### config.mk
export PLATFORM = sky130hd
export DESIGN_NAME = hazard_ctrl
export DESIGN_NICKNAME = d
export VERILOG_FILES = /design/src/rtl/hazard_ctrl.sv
export SDC_FILE = /design/constraint.sdc
export NUM_CORES = 1
export LEC_CHECK = 0
export CORE_ASPECT_RATIO = 1.4
export CORE_MARGIN = 4
export CORE_UTILIZATION = 50
export CTS_CLUSTER_SIZE = 20
export DETAILED_ROUTE_END_ITERATION = 6
export PLACE_DENSITY = 0.81
export SLEW_MARGIN = 20
export SYNTH_ARGS = -nofsm -noshare
export SYNTH_HDL_FRONTEND = slang
export SYNTH_SLANG_ARGS = --single-unit
### constraint.sdc
create_clock -name clk -period 3.1 [get_ports clk]
set_input_delay 0.62 -clock clk [delete_from_list [all_inputs] [get_ports clk]]
set_output_delay 0.62 -clock clk [all_outputs]
set_load 0.03 [all_outputs]
### src/rtl/hazard_ctrl.sv
// hazard_ctrl: stall/bubble and D-stage forwarding control for the 5-stage MIPS pipeline,
// using a shadow {wa, tnew} scoreboard for E/M/W and a mult/div busy counter.
module hazard_ctrl #(
   parameter int MULT_CYC = 5,
   parameter int DIV_CYC  = 10
) (
   input  logic       clk,
   input  logic       reset,
   input  logic [4:0] rs_D,
   input  logic [4:0] rt_D,
   input  logic [1:0] Tuse_rs,
   input  logic [1:0] Tuse_rt,
   input  logic [4:0] RFWA_D,
   input  logic [1:0] Tnew_D,
   input  logic       md_start_D,
   input  logic       md_is_div_D,
   input  logic       md_use_D,
   output logic       Stall,
   output logic       Clr_RegDE,
   output logic [1:0] FwdRS_D,
   output logic [1:0] FwdRT_D,
   output logic       md_busy
);
   logic [4:0] e_wa, m_wa, w_wa;
   logic [1:0] e_tn, m_tn;
   logic [3:0] md_cnt;
   logic       stall_rs, stall_rt;

   function automatic logic [1:0] sat_dec(input logic [1:0] x);
      return x == 2'd0 ? 2'd0 : x - 2'd1;
   endfunction

   // W never stalls: its result is already in hand.
   function automatic logic data_stall(input logic [4:0] r, input logic [1:0] tuse,
                                       input logic [4:0] ew, input logic [1:0] et,
                                       input logic [4:0] mw, input logic [1:0] mt);
      return tuse != 2'd3 && r != 5'd0 && ((ew == r && et > tuse) || (mw == r && mt > tuse));
   endfunction

   // A pending E result masks older stages; the stall covers that cycle.
   function automatic logic [1:0] fwd_sel(input logic [4:0] r,
                                          input logic [4:0] ew, input logic [1:0] et,
                                          input logic [4:0] mw, input logic [1:0] mt,
                                          input logic [4:0] ww);
      return r == 5'd0 ? 2'd0 :
             ew == r ? (et == 2'd0 ? 2'd1 : 2'd0) :
             (mw == r && mt == 2'd0) ? 2'd2 :
             ww == r ? 2'd3 : 2'd0;
   endfunction

   assign stall_rs  = data_stall(rs_D, Tuse_rs, e_wa, e_tn, m_wa, m_tn);
   assign stall_rt  = data_stall(rt_D, Tuse_rt, e_wa, e_tn, m_wa, m_tn);
   assign md_busy   = md_cnt != 4'd0;
   assign Stall     = stall_rs | stall_rt | (md_use_D & md_busy);
   assign Clr_RegDE = Stall;
   assign FwdRS_D   = fwd_sel(rs_D, e_wa, e_tn, m_wa, m_tn, w_wa);
   assign FwdRT_D   = fwd_sel(rt_D, e_wa, e_tn, m_wa, m_tn, w_wa);

   always_ff @(posedge clk or posedge reset) begin
      if (reset) begin
         e_wa   <= '0;
         e_tn   <= '0;
         m_wa   <= '0;
         m_tn   <= '0;
         w_wa   <= '0;
         md_cnt <= '0;
      end else begin
         e_wa   <= Stall ? 5'd0 : RFWA_D;
         e_tn   <= Stall ? 2'd0 : Tnew_D;
         m_wa   <= e_wa;
         m_tn   <= sat_dec(e_tn);
         w_wa   <= m_wa;
         md_cnt <= (md_start_D && !Stall) ? (md_is_div_D ? 4'(DIV_CYC) : 4'(MULT_CYC)) :
                   md_busy ? md_cnt - 4'd1 : 4'd0;
      end
   end
endmodule

==> flow_summary.json <==
{
  "synth_flop_cell": "dfrtp_1",
  "diodes": 0,
  "slew_headroom": 0.436,
  "peakVddDrop_uv": 421,
  "core_sq_um": 2700,
  "syn-num-nets": 178,
  "p_per_area_nw_per_um2": 511,
  "synth.largest_area_cell": "dfrtp_1",
  "antenna_found_initial": 0,
  "firstDrtPassIters": 4,
  "hold_viol": 0,
  "viasPerCell": 5.35,
  "dp_hpwl_microns": 2800,
  "avgRoutedWirePerCell_microns": 14.9,
  "synthTopCellsByCount": "dfrtp_1, xnor2_1, nand2_1",
  "tightestPinTransition_ps": 845,
  "synth.avg_cell_area_sq_um": 10.1,
  "clkSlewWorstSetupHoldPaths_ps": 130,
  "vias": 1246,
  "port_buffers": 32,
  "place_area_sq_um": 1930,
  "fin_nets": 232,
  "grt_max_degree": 24,
  "grt_pass1_vias": 1385,
  "tns_ps": 0,
  "ys_warn_count": 0,
  "grt_usage": 0.199,
  "synth_edf_count": 0,
  "utilization": 0.779,
  "synth_area_sq_um": 1460,
  "final.setup_skew_ps": 11.8,
  "synth_top_area_share": 0.396,
  "clockBufferDepth": 2,
  "hp-class": "reg -> reg",
  "drive_above_1_share": 0.305,
  "syn_inst": 144,
  "min_period_ps": 3020,
  "cts-htree-levels": 1,
  "grt_pass1_wl_microns": 5800,
  "leakage_nw": 0.964,
  "initial_core_util": 0.539,
  "synth_area_leaders": "dfrtp_1, xnor2_1, xor2_1, ha_1, and3_2",
  "rsz0062_at_grt": "no",
  "crit_type": "in -> out",
  "slew_violations": 0,
  "setup_viol": 0,
  "dieArea_sq_um": 3850,
  "ys_types": 34,
  "worst-endpoint-required_ps": 2480,
  "gp_congestion": 0.863,
  "preCtsSetupSlack_ps": -207,
  "ctsRootBufferMaster": "clkbuf_4",
  "drtAntennaViolNets": 0,
  "rows": 22,
  "maxCapViolations": 0,
  "area_growth_pct": 44.4,
  "routed_wl_microns": 3480,
  "boundaryPins": 33,
  "p_total_mw": 1.07,
  "fp.dieH_microns": 71.8,
  "dieWidth_microns": 53.6,
  "async_reset_ff_frac": 1.00,
  "ys_ff_latch": 23,
  "numCtsBuffers": 3,
  "crit_path_start_kind": "input pin",
  "drc_errors": 0,
  "fill_cells": 187,
  "ys_seq_area_frac": 0.396,
  "cts_tree": "yes",
  "stdcell_area_sq_um": 2100,
  "clkSinkCount": 23,
  "final.setup.worst_slack_ps": 80.0,
  "grt-ovfl-total": 0,
  "yosysMostFrequentCell": "dfrtp_1",
  "maxClockFrequency_mhz": 331,
  "run_status": "complete, no violations",
  "crit_fanout": 2,
  "clk_latency_ps": 300,
  "drt_iter0_drc": 27,
  "cp.arrival_ps": 2400,
  "finalCritPeriodShare": 0.974,
  "crit_path_end_kind": "primary output"
}
## cells by family (layout without fill, tap and decap cells)
| logic type | count (synthesis) | after routing | share of synthesized area |
|---|---|---|---|
| adders and majority gates | 8 | 8 | 0.0688 |
| buffers and inverters | 9 | 62 | 0.0258 |
| xor gates and xnor gates | 30 | 30 | 0.181 |
| DFF | 23 | 23 | 0.396 |
| AOI/OAI and AO/OA | 17 | 17 | 0.0920 |
| muxes | 4 | 4 | 0.0292 |
| and+or+nand+nor | 53 | 53 | 0.208 |
## flip-flops by register name, indices dropped and copies added (netlist names)
| name | cells |
|---|---|
| m_wa | 5 |
| md_cnt | 4 |
| e_wa | 5 |
| e_tn | 2 |
| m_tn | 2 |
| w_wa | 5 |
## path summary, 6_finish.rpt
kind / cells past startpoint / to / slack [ps] / from
max: 8 / Stall / 80 / rs_D[3]
min: 0 / w_wa[1] / 440 / m_wa[1]
max reg2reg: 8 / md_cnt[3] / 950 / e_tn[1]
min reg2reg: 0 / w_wa[1] / 440 / m_wa[1]
max in group asynchronous: 2 / m_wa[0] / 1790 / reset
min in group asynchronous: 2 / e_wa[4] / 780 / reset
## critical path, stage by stage
cell             delay [ps]
clkdlybuf4s50_1         420
or4_4                   530
o21ai_4                 200
nor4_4                   80
a211oi_4                200
and2_4                  180
inv_2                    40
buf_6                   130
## power breakdown
group          internal (mW)  switching (mW)
logic                  0.251           0.245
clock network         0.0480          0.0851
registers              0.370          0.0737
## timing repair
| action | 4_1_cts | 5_1_grt |
|---|---|---|
| endpoints found under the setup margin | 2 | 3 |
| hold buffers | 0 | 0 |
| pin swaps | 8 | 10 |
| resized for setup | 17 | 15 |
| setup buffers | 0 | 0 |
## cell usage in the layout (no fill, tap or decap), types with 2 or more instances in the layout
master | Yosys | layout
dfrtp_1 | 23 | 23
nand2b_1 | 2 | 2
clkdlybuf4s50_1 | 0 | 18
a211oi_2 | 1 | 2
buf_4 | 1 | 22
dlymetal6s2s_1 | 0 | 6
buf_6 | 0 | 2
ha_4 | 0 | 4
a21oi_1 | 5 | 4
or4_4 | 1 | 2
nand2_1 | 13 | 13
clkbuf_4 | 0 | 3
xnor2_1 | 18 | 18
inv_2 | 0 | 3
inv_1 | 8 | 5
and3_2 | 7 | 7
nor2_1 | 7 | 7
xor2_1 | 12 | 12
nor3_1 | 5 | 4
o21ai_4 | 0 | 2
nor2b_1 | 3 | 2
mux2_1 | 2 | 2
mux2i_1 | 2 | 2
dlygate4sd2_1 | 0 | 2
ha_1 | 8 | 4
nand3_1 | 5 | 5
## stage by stage
stage / hold slack, ps / instances
after floorplan: 409 / 144
after global placement: 424 / 229
after detailed placement: 435 / 229
after CTS: 453 / 233
after global routing: 478 / 233
final: 442 / 233
## final cells by class
type / instances / area (sq um) / area share
tap: 36 / 45.0 / 0.0214
sequential: 23 / 576 / 0.274
clock buffer: 3 / 22.5 / 0.0107
timing repair buffer: 50 / 460 / 0.219
multi-input combinational: 112 / 962 / 0.458
clock inverter: 1 / 5.00 / 0.00238
inverter: 8 / 30.0 / 0.0143
## routing by layer
| metal | global-route usage | routed length [microns] |
|---|---|---|
| met3 | 0.0208 | 141 |
| met1 | 0.218 | 1380 |
| met4 | 0.0483 | 44 |
| met2 | 0.389 | 1910 |
| met5 | 0 | 0 |
No activity file was read; power rests on OpenSTA's default activity.
